$ cat src/rtl/axis_pkt_gen.sv
// -----------------------------------------------------------------------------
// axis_pkt_gen
//   AXI4-Stream packet source. Emits num_pkts packets of byte_len bytes each.
//   Packet byte k of packet p carries (k + p) mod 256. Unused lanes on the
//   final beat are driven to zero and masked by TKEEP. A programmable number
//   of idle cycles is inserted between packets.
//
// Ports
//   ACLK, ARESETN      clock, synchronous active-low reset
//   start              run request, sampled only while idle
//   byte_len           bytes per packet        (latched on accepted start)
//   num_pkts           packets per run         (latched on accepted start)
//   gap                idle cycles per gap     (latched on accepted start)
//   busy               run in progress
//   done               one-cycle pulse when a run completes
//   pkts_sent          packets completed in the current / last run
//   M_AXIS_*           AXI4-Stream master (TDATA, TKEEP, TVALID, TREADY, TLAST)
// -----------------------------------------------------------------------------
//
// state  | meaning
// -------+---------------------------------------------------------------
// S_IDLE | waiting for start; outputs quiet, pkts_sent holds last result
// S_SEND | a beat is presented on the stream, advancing on handshake
// S_GAP  | TVALID low, down-counting the inter-packet idle cycles
//
module axis_pkt_gen #(
  parameter int DATA_W = 64,
  parameter int LEN_W  = 16
) (
  input  logic                  ACLK,
  input  logic                  ARESETN,
  input  logic                  start,
  input  logic [LEN_W-1:0]      byte_len,
  input  logic [7:0]            num_pkts,
  input  logic [7:0]            gap,
  output logic                  busy,
  output logic                  done,
  output logic [7:0]            pkts_sent,
  output logic [DATA_W-1:0]     M_AXIS_TDATA,
  output logic [DATA_W/8-1:0]   M_AXIS_TKEEP,
  output logic                  M_AXIS_TVALID,
  input  logic                  M_AXIS_TREADY,
  output logic                  M_AXIS_TLAST
);

  localparam int KEEP_W = DATA_W / 8;

  typedef enum logic [1:0] {
    S_IDLE = 2'd0,
    S_SEND = 2'd1,
    S_GAP  = 2'd2
  } state_t;

  typedef struct packed {
    logic [DATA_W-1:0] data;
    logic [KEEP_W-1:0] keep;
    logic              last;
  } beat_t;

  state_t            state_q, state_d;
  logic [LEN_W-1:0]  len_q, len_d;
  logic [LEN_W-1:0]  rem_q, rem_d;       // bytes left, counting the current beat
  logic [7:0]        npkts_q, npkts_d;
  logic [7:0]        gap_q, gap_d;
  logic [7:0]        gap_cnt_q, gap_cnt_d;
  logic [7:0]        pkt_idx_q, pkt_idx_d;
  logic [7:0]        pkts_sent_q, pkts_sent_d;
  logic [7:0]        seed_q, seed_d;     // pattern value of lane 0 on the current beat
  logic              busy_q, busy_d;
  logic              done_q, done_d;
  logic              tvalid_q, tvalid_d;
  logic              tlast_q, tlast_d;
  logic [DATA_W-1:0] tdata_q, tdata_d;
  logic [KEEP_W-1:0] tkeep_q, tkeep_d;

  logic              load_beat;
  logic              clear_beat;
  logic [7:0]        ld_seed;
  logic [LEN_W-1:0]  ld_rem;
  beat_t             nxt_beat;

  // Builds one beat from the lane-0 pattern value and the remaining byte
  // count. Lanes beyond the remaining bytes stay zero with TKEEP cleared.
  function automatic beat_t build_beat(input logic [7:0]       seed,
                                       input logic [LEN_W-1:0] rem);
    beat_t b;
    b = '0;
    for (int i = 0; i < KEEP_W; i++) begin
      if (LEN_W'(i) < rem) begin
        b.keep[i]        = 1'b1;
        b.data[8*i +: 8] = seed + 8'(i);
      end
    end
    b.last = (rem <= LEN_W'(KEEP_W));
    return b;
  endfunction

  always_ff @(posedge ACLK) begin
    if (!ARESETN) begin
      state_q     <= S_IDLE;
      len_q       <= '0;
      rem_q       <= '0;
      npkts_q     <= '0;
      gap_q       <= '0;
      gap_cnt_q   <= '0;
      pkt_idx_q   <= '0;
      pkts_sent_q <= '0;
      seed_q      <= '0;
      busy_q      <= 1'b0;
      done_q      <= 1'b0;
      tvalid_q    <= 1'b0;
      tlast_q     <= 1'b0;
      tdata_q     <= '0;
      tkeep_q     <= '0;
    end else begin
      state_q     <= state_d;
      len_q       <= len_d;
      rem_q       <= rem_d;
      npkts_q     <= npkts_d;
      gap_q       <= gap_d;
      gap_cnt_q   <= gap_cnt_d;
      pkt_idx_q   <= pkt_idx_d;
      pkts_sent_q <= pkts_sent_d;
      seed_q      <= seed_d;
      busy_q      <= busy_d;
      done_q      <= done_d;
      tvalid_q    <= tvalid_d;
      tlast_q     <= tlast_d;
      tdata_q     <= tdata_d;
      tkeep_q     <= tkeep_d;
    end
  end

  always_comb begin
    state_d     = state_q;
    len_d       = len_q;
    rem_d       = rem_q;
    npkts_d     = npkts_q;
    gap_d       = gap_q;
    gap_cnt_d   = gap_cnt_q;
    pkt_idx_d   = pkt_idx_q;
    pkts_sent_d = pkts_sent_q;
    seed_d      = seed_q;
    busy_d      = busy_q;
    done_d      = 1'b0;
    tvalid_d    = tvalid_q;
    tlast_d     = tlast_q;
    tdata_d     = tdata_q;
    tkeep_d     = tkeep_q;
    load_beat   = 1'b0;
    clear_beat  = 1'b0;
    ld_seed     = seed_q;
    ld_rem      = rem_q;

    case (state_q)
      S_IDLE: begin
        if (start) begin
          len_d       = byte_len;
          npkts_d     = num_pkts;
          gap_d       = gap;
          pkt_idx_d   = '0;
          pkts_sent_d = '0;
          if (byte_len == '0 || num_pkts == 8'd0) begin
            // Nothing to send: report completion without ever going busy.
            done_d = 1'b1;
          end else begin
            busy_d    = 1'b1;
            state_d   = S_SEND;
            load_beat = 1'b1;
            ld_seed   = 8'd0;
            ld_rem    = byte_len;
          end
        end
      end

      S_SEND: begin
        if (tvalid_q && M_AXIS_TREADY) begin
          if (tlast_q) begin
            pkts_sent_d = pkts_sent_q + 8'd1;
            pkt_idx_d   = pkt_idx_q + 8'd1;
            if (pkts_sent_d == npkts_q) begin
              state_d    = S_IDLE;
              busy_d     = 1'b0;
              done_d     = 1'b1;
              clear_beat = 1'b1;
            end else if (gap_q == 8'd0) begin
              // Back-to-back: next packet's first beat is valid next cycle.
              load_beat = 1'b1;
              ld_seed   = pkt_idx_d;
              ld_rem    = len_q;
            end else begin
              state_d    = S_GAP;
              gap_cnt_d  = gap_q;
              clear_beat = 1'b1;
            end
          end else begin
            load_beat = 1'b1;
            ld_seed   = seed_q + 8'(KEEP_W);
            ld_rem    = rem_q - LEN_W'(KEEP_W);
          end
        end
      end

      S_GAP: begin
        // The first beat is loaded on the last idle cycle so exactly gap
        // cycles show TVALID low.
        if (gap_cnt_q == 8'd1) begin
          state_d   = S_SEND;
          load_beat = 1'b1;
          ld_seed   = pkt_idx_q;
          ld_rem    = len_q;
        end else begin
          gap_cnt_d = gap_cnt_q - 8'd1;
        end
      end

      default: begin
        state_d = S_IDLE;
      end
    endcase

    nxt_beat = build_beat(ld_seed, ld_rem);

    if (load_beat) begin
      tvalid_d = 1'b1;
      tdata_d  = nxt_beat.data;
      tkeep_d  = nxt_beat.keep;
      tlast_d  = nxt_beat.last;
      seed_d   = ld_seed;
      rem_d    = ld_rem;
    end else if (clear_beat) begin
      tvalid_d = 1'b0;
      tdata_d  = '0;
      tkeep_d  = '0;
      tlast_d  = 1'b0;
    end
  end

  assign busy          = busy_q;
  assign done          = done_q;
  assign pkts_sent     = pkts_sent_q;
  assign M_AXIS_TDATA  = tdata_q;
  assign M_AXIS_TKEEP  = tkeep_q;
  assign M_AXIS_TVALID = tvalid_q;
  assign M_AXIS_TLAST  = tlast_q;

endmodule

$ cat config.mk
export PLATFORM = sky130hd
export DESIGN_NAME = axis_pkt_gen
export DESIGN_NICKNAME = d
export VERILOG_FILES = /design/src/rtl/axis_pkt_gen.sv
export SDC_FILE = /design/constraint.sdc
export NUM_CORES = 1
export LEC_CHECK = 0
export BUFFER_PORTS_ARGS = -buffer_cell sky130_fd_sc_hd__buf_2
export CAP_MARGIN = 30
export CORE_MARGIN = 2
export CORE_UTILIZATION = 40
export CTS_BUF_LIST = sky130_fd_sc_hd__clkbuf_4
export DETAILED_ROUTE_END_ITERATION = 8
export GPL_TIMING_DRIVEN = 0
export PLACE_DENSITY_LB_ADDON = 0.12
export SYNTH_ARGS = -nofsm -noshare
export SYNTH_HDL_FRONTEND = slang
export SYNTH_SLANG_ARGS = --single-unit
$ cat constraint.sdc
create_clock -name ACLK -period 10.05 [get_ports ACLK]
set_clock_uncertainty 0.05 [all_clocks]
set_input_delay 1.5075 -clock ACLK [delete_from_list [all_inputs] [get_ports ACLK]]
set_output_delay 1.5075 -clock ACLK [all_outputs]
set_load 0.1 [all_outputs]
==> flow_metrics.py, run 1 <==
metrics = {
    "final_layout": {
        "layout_commonest_cell": "nand2_1",
        "fin_cells": 1486,
        "drive_gt1_frac": 0.160,
        "fin_nets": 1252,
        "area_delta_synth_final_pct": 15.2,
        "final_cell_mix": "nand2_1, dfxtp_1, buf_2, nor2_1, a21oi_1",
    },
    "place": {
        "numPortBuffers": 118,
        "dp_hpwl_um": 23300,
        "numPlacedInstances": 1451,
        "place.gp.congestion": 0.978,
    },
    "worst_setup_path": {
        "ff2ff_path_depth": 16,
        "worstSetupPathType": "in2reg",
        "r2r-end": "M_AXIS_TDATA[46]",
        "reg2reg_slack_ns": 4.97,
        "cp-endpoint": "M_AXIS_TDATA[46]",
        "cp-end-kind": "register",
        "required_ns": 10.52,
        "crit_path_start_kind": "input port",
        "worstPathArrival_ns": 5.98,
        "crit_start": "start",
        "crit-reg2reg-launch": "state_q[0]",
        "path_max_fanout": 10,
    },
    "sta": {
        "max_freq_mhz": 181,
        "tightest_slew_ns": 1.05,
        "hold_slack_ns": 0.400,
        "fin_tns_setup_ns": 0,
        "finalHoldViolCount": 0,
        "fin_crit_sh": 0.548,
        "period_minus_slack_ns": 5.51,
        "slew_headroom": 0.293,
        "setup_viol": 0,
        "rsz0062_at_grt": "no",
        "drv_slew": 0,
    },
    "global_route": {
        "grt_pass1_wl_um": 46900,
        "overflow": 0,
        "gr-usage-all-layers": 0.278,
        "grt_max_degree": 19,
        "antenna_found_initial": 2,
        "grt_pass1_vias": 7907,
    },
    "clock_network": {
        "cts_root_buf": "clkbuf_4",
        "post-cts-setup-buffers": 0,
        "cts_inserted_buffers": 17,
        "clock_path_buffers": 2,
        "cts_tree": "built",
        "cts_resized": 0,
        "clkSinkCount": 158,
        "worstSkewPairLatency_ns": 0.61,
        "clkTransAtPathRegs_ns": 0.19,
        "ctsHoldBuffers": 0,
        "htree_levels": 4,
    },
    "drt": {
        "first_pass_iters": 6,
        "final_antenna_net_count": 0,
        "drt_iter0_markers": 866,
        "vias": 8720,
        "route.detailed.drc": 0,
        "viasPerCell": 5.87,
        "wl_per_cell_um": 20.9,
        "drt-total-wl_um": 31100,
    },
    "logic_synthesis": {
        "yosysSeqAreaShare": 0.377,
        "netlist_instances": 1058,
        "syn-cell-area_sq_um": 8380,
        "yosys_register_bits": 158,
        "yosysUniqueCellTypes": 78,
        "synth_edf_count": 0,
        "ys_top_cells_by_area": "dfxtp_1, nand2_1, a21oi_1",
        "yosysTopAreaCellShare": 0.377,
        "synth.avg_cell_area_sq_um": 7.92,
        "ys_warn_count": 0,
        "syn_nets": 1109,
        "synth_area_leader_cell": "dfxtp_1",
        "synthArstFlopShare": 0,
        "synth_top_flop_cell": "dfxtp_1",
    },
    "pwr": {
        "leakage_nw": 3.80,
        "vdd_drop_max_uv": 69.7,
        "pwr_density_cell_nw_per_um2": 166,
    },
    "hold_path": {
        "hold_path.class": "reg2reg",
    },
    "die": {
        "pin_count": 120,
        "start_util": 0.411,
        "die_x_um": 149,
        "die_area_sq_um": 22100,
        "core_area_sq_um": 20400,
        "rows": 52,
        "die-height_um": 149,
    },
    "outcome": {
        "status": "finished, final reports clean",
    },
    "run": {
        "cap_violations": 0,
    },
}
[per-layer routing]
layer	wire (um)	track usage
met3	2330	0.0575
met2	13500	0.424
met4	872	0.0943
met1	14400	0.393
met5	0	0
[layout make-up]
type	count	area, sq um
plain buffers	57	230
clock inverters	15	165
clock buffers	17	128
well taps	270	338
diodes	2	5.00
multi-input cells	818	4900
fillers	2170	10700
flip-flops and latches	158	3160
repair buffers	124	634
inverters	25	93.8
[Yosys cell counts, types with 5 or more instances]
cell type / instances
clkbuf_1: 48
nor3b_1: 5
nor2_1: 97
a32oi_1: 6
or4_1: 6
a211oi_1: 14
o21a_1: 8
inv_1: 22
a21oi_1: 82
ha_1: 15
xor2_1: 22
and3_1: 7
nor3_2: 5
xnor2_1: 35
a221oi_1: 10
o211ai_1: 12
nand4_1: 6
nand3_1: 20
or2_2: 5
nand2_1: 184
a31oi_1: 9
o31ai_1: 9
nor3_1: 25
a221o_1: 8
a32o_1: 10
nor4_1: 18
a22oi_1: 9
a21o_1: 7
a22o_1: 23
o21ai_0: 77
dfxtp_1: 158
and2_1: 11
or3_1: 7
[through the flow]
step	power, mW	area (sq um)	util	setup slack [ns]
final	1.61	9660	0.474	4.54
after global routing	1.67	9660	0.474	4.34
after CTS	1.60	9650	0.474	4.63
after detailed placement	1.20	9350	0.459	4.01
after global placement	1.20	9310	0.457	3.43
after floorplan	1.07	8380	-	5.26
[critical path, cell delays in order]
cell      delay (ns)
buf_2           0.14
inv_1           0.09
nor3_2          0.69
and3_1          0.25
clkbuf_1        0.44
nor3_1          0.18
buf_2           0.21
a31o_2          0.24
a221oi_2        0.63
buf_6           0.23
inv_1           0.12
ha_1            0.20
clkbuf_1        0.22
a21oi_1         0.33
nor3_1          0.10
xnor2_1         0.19
a22o_1          0.21
[worst min path at each step]
stage | start | end | slack [ns] | cells after the start
6_report | M_AXIS_TKEEP[6] | M_AXIS_TKEEP[6] | 0.40 | 2
5_1_grt | M_AXIS_TKEEP[1] | M_AXIS_TKEEP[1] | 0.43 | 2
4_1_cts | M_AXIS_TKEEP[6] | M_AXIS_TKEEP[6] | 0.40 | 2
3_5_place_dp | M_AXIS_TKEEP[6] | M_AXIS_TKEEP[6] | 0.38 | 2
3_3_place_gp | M_AXIS_TKEEP[1] | M_AXIS_TKEEP[1] | 0.38 | 2
2_1_floorplan | len_q[0] | len_q[0] | 0.39 | 2
[where the power goes]
part | switching (mW) | total [mW] | internal (mW)
clock network | 0.292 | 0.410 | 0.118
logic | 0.377 | 0.493 | 0.116
registers | 0.0366 | 0.703 | 0.667
[cell families (layout without fill, tap and decap cells)]
kind of cell	Yosys count	in the layout	share of synthesized area
simple gates	417	417	0.233
compound gates	325	325	0.264
flops	158	158	0.377
buf+inv	82	238	0.0387
xor+xnor	57	57	0.0596
fa+ha+maj	15	15	0.0224
mux	4	4	0.00493
other cells	0	2	0
[flip-flops by register name, summed over array words and instances (netlist names)]
name,cells
state_q,2
M_AXIS_TKEEP,8
M_AXIS_TDATA,64
pkts_sent,8
M_AXIS_TVALID,1
busy,1
done,1
gap_q,8
seed_q,8
pkt_idx_q,8
rem_q,16
len_q,16
npkts_q,8
M_AXIS_TLAST,1
gap_cnt_q,8
Power figures use the tool's default switching activity.
==> inputs of run 2 (changes only) <==
==> constraint.sdc (replaced) <==
create_clock -name ACLK -period 4.44 [get_ports ACLK]
set_clock_uncertainty 0.05 [all_clocks]
set_input_delay 0.666 -clock ACLK [delete_from_list [all_inputs] [get_ports ACLK]]
set_output_delay 0.666 -clock ACLK [all_outputs]
set_load 0.1 [all_outputs]
==> flow_metrics.py, run 2 (same netlist as run 1, synthesis figures left out) <==
metrics = {
    "outcome": {
        "status": "finished, final reports clean",
    },
    "final_layout": {
        "area_delta_synth_final_pct": 17.5,
        "largest_reg_flops": 64,
        "fin_util": 0.483,
        "fillCellCount": 2089,
        "multi_input_area_sq_um": 5050,
        "fin_nets": 1255,
        "final_cell_mix": "nand2_1, dfxtp_1, buf_2, nor2_1, a21oi_1",
        "layout_commonest_cell": "nand2_1",
        "final_area_sq_um": 9840,
        "drive_gt1_frac": 0.187,
        "fin_cells": 1488,
        "ff_latch_area_sq_um": 3170,
    },
    "run": {
        "cap_violations": 0,
    },
    "sta": {
        "period_minus_slack_ns": 4.37,
        "fin_ws_ns": 0.0672,
        "setup_viol": 0,
        "rsz0062_at_grt": "yes",
        "fin_crit_sh": 0.985,
        "drv_slew": 0,
        "slew_headroom": 0.359,
        "max_freq_mhz": 229,
        "tightest_slew_ns": 0.962,
        "finalHoldViolCount": 0,
    },
    "drt": {
        "vias": 8920,
        "drt-total-wl_um": 32000,
        "route.detailed.drc": 0,
        "viasPerCell": 5.99,
        "first_pass_iters": 5,
        "drt_iter0_markers": 912,
        "wl_per_cell_um": 21.5,
        "final_antenna_net_count": 0,
    },
    "die": {
        "pin_count": 120,
        "rows": 52,
        "core_area_sq_um": 20400,
        "die-height_um": 149,
        "die_x_um": 149,
        "start_util": 0.411,
        "die_area_sq_um": 22100,
    },
    "clock_network": {
        "clkSinkCount": 158,
        "cts_root_buf": "clkbuf_4",
        "htree_levels": 4,
        "worstSkewPairLatency_ns": 0.59,
        "cts_inserted_buffers": 17,
        "clkTransAtPathRegs_ns": 0.16,
        "cts_tree": "built",
        "clock_path_buffers": 2,
        "ctsHoldBuffers": 0,
    },
    "global_route": {
        "grt_pass1_wl_um": 48600,
        "grt_pass1_vias": 8128,
        "antenna_found_initial": 1,
        "gr-usage-all-layers": 0.288,
        "grt_max_degree": 19,
        "overflow": 0,
    },
    "pwr": {
        "leakage_nw": 3.86,
        "vdd_drop_max_uv": 163,
        "power_mw": 3.65,
        "pwr_density_cell_nw_per_um2": 371,
    },
    "place": {
        "place_area_sq_um": 9360,
        "numPlacedInstances": 1451,
        "numPortBuffers": 118,
        "dpl_worst_slack_ns": -0.744,
        "dp_hpwl_um": 23700,
        "place.gp.congestion": 0.974,
    },
    "worst_setup_path": {
        "path_max_fanout": 8,
        "worstSetupPathType": "reg2reg",
        "cp-end-kind": "register",
        "crit_start": "gap_cnt_q[1]",
        "crit_path_start_kind": "register",
        "crit-reg2reg-launch": "gap_cnt_q[1]",
        "cp-endpoint": "M_AXIS_TDATA[12]",
        "reg2reg_slack_ns": 0.07,
        "required_ns": 4.85,
        "worstPathArrival_ns": 4.78,
        "ff2ff_path_depth": 13,
        "r2r-end": "M_AXIS_TDATA[12]",
    },
    "hold_path": {
        "hold_path.class": "in2reg",
    },
}
-- run 2: cell types whose count changed in the layout (fill, tap and decap cells not counted), sizes merged --
| cell | change |
|---|---|
| diode | -1 |
| buf | +3 |
| inv | -1 |
| clkinvlp | +1 |
-- run 2: what timing repair did --
action,4_1_cts,5_1_grt
endpoints found under the setup margin,48,62
pin swaps,3,2
setup buffers,2,3
gates resized for setup,16,27
-- run 2: layout make-up --
| class | instances | share of cell area |
|---|---|---|
| Tap cell | 270 | 0.0343 |
| Antenna cell | 1 | 0.000254 |
| Sequential cell | 158 | 0.322 |
| Clock inverter | 15 | 0.0163 |
| Clock buffer | 17 | 0.0130 |
| Buffer | 55 | 0.0239 |
| Inverter | 25 | 0.00953 |
| Multi-Input combinational cell | 818 | 0.513 |
| Timing Repair Buffer | 129 | 0.0683 |
-- run 2: critical path, cell delays in order (launching register included) --
cell	delay [ns]
dfxtp_1	0.37
inv_1	0.09
ha_1	0.14
or4b_4	0.50
or2_4	0.31
nor2_2	0.18
mux2_2	0.36
a22oi_1	0.17
o211ai_1	0.16
or4_4	0.56
nor4_4	0.33
nand4_2	0.20
o31ai_2	0.62
o21ai_0	0.20
-- run 2: where the power goes --
part	switching, mW	internal, mW
Sequential	0.0886	1.51
Clock	0.641	0.261
Combinational	0.875	0.276
-- run 2: through the flow --
stage / setup TNS (ns) / hold slack (ns)
floorplan: 0 / 0.387
global placement: -37.90 / 0.377
detailed placement: -21.82 / 0.387
CTS: 0 / 0.234
global route: -0.348 / 0.227
finish: 0 / 0.252
-- run 2: worst min-delay path by stage --
| stage | from | endpoint | slack [ns] | cells past startpoint |
|---|---|---|---|---|
| 2_1_floorplan | len_q[0] | len_q[0] | 0.39 | 2 |
| 3_3_place_gp | M_AXIS_TKEEP[1] | M_AXIS_TKEEP[1] | 0.38 | 2 |
| 3_5_place_dp | M_AXIS_TKEEP[1] | M_AXIS_TKEEP[1] | 0.39 | 2 |
| 4_1_cts | gap[7] | gap_q[7] | 0.23 | 3 |
| 5_1_grt | gap[7] | gap_q[7] | 0.23 | 3 |
| 6_report | gap[7] | gap_q[7] | 0.25 | 3 |
-- run 2: layer usage --
layer | part of all wire | GRT usage | up-vias
met2 | 0.44 | 0.446 | 440
met3 | 0.072 | 0.0443 | 72
met5 | 0 | 0 | -
met1 | 0.46 | 0.413 | 4255
met4 | 0.032 | 0.0886 | 0
li1 | - | - | 4153
==> inputs of run 3 (changes only) <==
--- a/config.mk
+++ b/config.mk
@@ -12,7 +12,9 @@
 export CTS_BUF_LIST = sky130_fd_sc_hd__clkbuf_4
 export DETAILED_ROUTE_END_ITERATION = 8
 export GPL_TIMING_DRIVEN = 0
+export HOLD_SLACK_MARGIN = 0.1
 export PLACE_DENSITY_LB_ADDON = 0.12
+export RECOVER_POWER = 100
 export SYNTH_ARGS = -nofsm -noshare
 export SYNTH_HDL_FRONTEND = slang
 export SYNTH_SLANG_ARGS = --single-unit
==> flow_metrics.py, run 3 (same netlist as run 1, synthesis figures left out) <==
metrics = {
    "outcome": {
        "status": "finished, final reports clean",
    },
    "clock_network": {
        "cts_root_buf": "clkbuf_4",
        "clkTransAtPathRegs_ns": 0.16,
        "cts_inserted_buffers": 17,
        "worstSkewPairLatency_ns": 0.60,
        "clock_path_buffers": 2,
        "cts_tree": "built",
        "htree_levels": 4,
        "clkSinkCount": 158,
    },
    "hold_path": {
        "hold_path.class": "in2reg",
        "whs_path_depth": 3,
    },
    "pwr": {
        "power_mw": 3.64,
        "pwr_density_cell_nw_per_um2": 374,
        "leakage_nw": 3.51,
        "vdd_drop_max_uv": 163,
    },
    "die": {
        "pin_count": 120,
        "start_util": 0.411,
        "core_area_sq_um": 20400,
        "rows": 52,
        "die-height_um": 149,
        "die_x_um": 149,
        "die_area_sq_um": 22100,
    },
    "sta": {
        "tightest_slew_ns": 1.18,
        "rsz0062_at_grt": "yes",
        "max_freq_mhz": 229,
        "hold_slack_ns": 0.239,
        "fin_ws_ns": 0.0808,
        "finalHoldViolCount": 0,
        "fin_crit_sh": 0.982,
        "slew_headroom": 0.217,
        "fin_tns_setup_ns": 0,
        "drv_slew": 0,
        "setup_viol": 0,
        "period_minus_slack_ns": 4.36,
    },
    "worst_setup_path": {
        "cp-end-kind": "register",
        "cp_num_cells": 13,
        "cp_common_cell": "o21ai_0",
        "worstSetupPathType": "reg2reg",
        "path_max_fanout": 8,
        "reg2reg_slack_ns": 0.08,
        "path_delay_family": "compound AO/OA/AOI/OAI gates",
        "critPathBufInv": 1,
        "worstPathArrival_ns": 4.78,
        "crit_path_start_kind": "register",
        "cp_cell_sequence": "ha_2 > xor2_1 > a211oi_1 > o221ai_2 > or2_0 > clkbuf_2 > o21ai_2 > o21ai_0 > or4_4 > nor4_4 > nand4_2 > o31ai_2 > o21ai_0",
        "required_ns": 4.86,
        "ff2ff_path_depth": 13,
        "slowest_stage": "o31ai_2",
        "slowest_delay_ns": 0.61,
    },
    "final_layout": {
        "area_delta_synth_final_pct": 16.2,
        "fin_util": 0.478,
        "fin_cells": 1488,
        "fin_nets": 1255,
        "final_area_sq_um": 9730,
        "final_cell_mix": "nand2_1, dfxtp_1, clkbuf_1, nor2_1, a21oi_1",
        "fillCellCount": 2130,
        "ff_latch_area_sq_um": 3170,
        "largest_reg_flops": 64,
        "drive_gt1_frac": 0.116,
        "layout_commonest_cell": "nand2_1",
        "multi_input_area_sq_um": 5040,
    },
    "place": {
        "dp_hpwl_um": 23700,
        "numPortBuffers": 118,
        "place_area_sq_um": 9360,
        "dpl_worst_slack_ns": -0.744,
        "numPlacedInstances": 1451,
        "place.gp.congestion": 0.974,
    },
    "drt": {
        "route.detailed.drc": 0,
        "wl_per_cell_um": 21.6,
        "drt_iter0_markers": 927,
        "drt-total-wl_um": 32100,
        "vias": 8912,
        "viasPerCell": 5.99,
        "final_antenna_net_count": 0,
        "first_pass_iters": 8,
    },
    "global_route": {
        "overflow": 0,
        "grt_pass1_wl_um": 48600,
        "grt_pass1_vias": 8128,
        "gr-usage-all-layers": 0.288,
        "grt_max_degree": 19,
        "antenna_found_initial": 1,
    },
    "run": {
        "cap_violations": 0,
    },
}
==> run 3: cell types whose count changed in the layout (fill, tap and decap cells not counted), sizes merged <==
cell	change
buf	-85
clkbuf	+85
==> run 3: area by class of cell <==
cell class	instances	share of cell area
diodes	1	0.000257
plain buffers	55	0.0240
clock inverters	15	0.0165
multi-input cells	818	0.518
inverters	25	0.00964
repair buffers	129	0.0582
clock buffers	17	0.0131
flip-flops and latches	158	0.325
well taps	270	0.0347
==> run 3: metal layers <==
layer / track usage / vias up / routed length, um
met2: 0.446 / 453 / 14100
met3: 0.0443 / 65 / 2430
met1: 0.413 / 4247 / 14600
met5: 0 / - / 0
met4: 0.0886 / 0 / 935
li1: - / 4147 / -
==> run 3: final timing paths <==
path / from / to
max: pkts_sent[0] / M_AXIS_TDATA[12]
min: gap[6] / gap_q[6]
min reg2reg: M_AXIS_TKEEP[6] / M_AXIS_TKEEP[6]
max reg2reg: pkts_sent[0] / M_AXIS_TDATA[12]
==> run 3: worst register-to-register path, cell delays in order, from the launching register on <==
cell and delay, ns:
dfxtp_2 0.46, ha_2 0.32, xor2_1 0.15, a211oi_1 0.25, o221ai_2 0.20, or2_0 0.23
clkbuf_2 0.24, o21ai_2 0.25, o21ai_0 0.25, or4_4 0.50, nor4_4 0.34, nand4_2 0.20
o31ai_2 0.61, o21ai_0 0.20
==> run 3: where the power goes <==
group	leakage (nW)	switching, mW	internal [mW]	total, mW
combinational	2.07	0.872	0.262	1.13
clock	0.154	0.647	0.261	0.907
sequential	1.29	0.0901	1.51	1.60
==> run 3: repair_timing <==
action                     CTS  global route
setup endpoints to repair   48            62
resized for setup           16            27
hold endpoints to repair     0             0
pin swaps                    3             2
setup buffers                2             3
hold buffers                 0             0
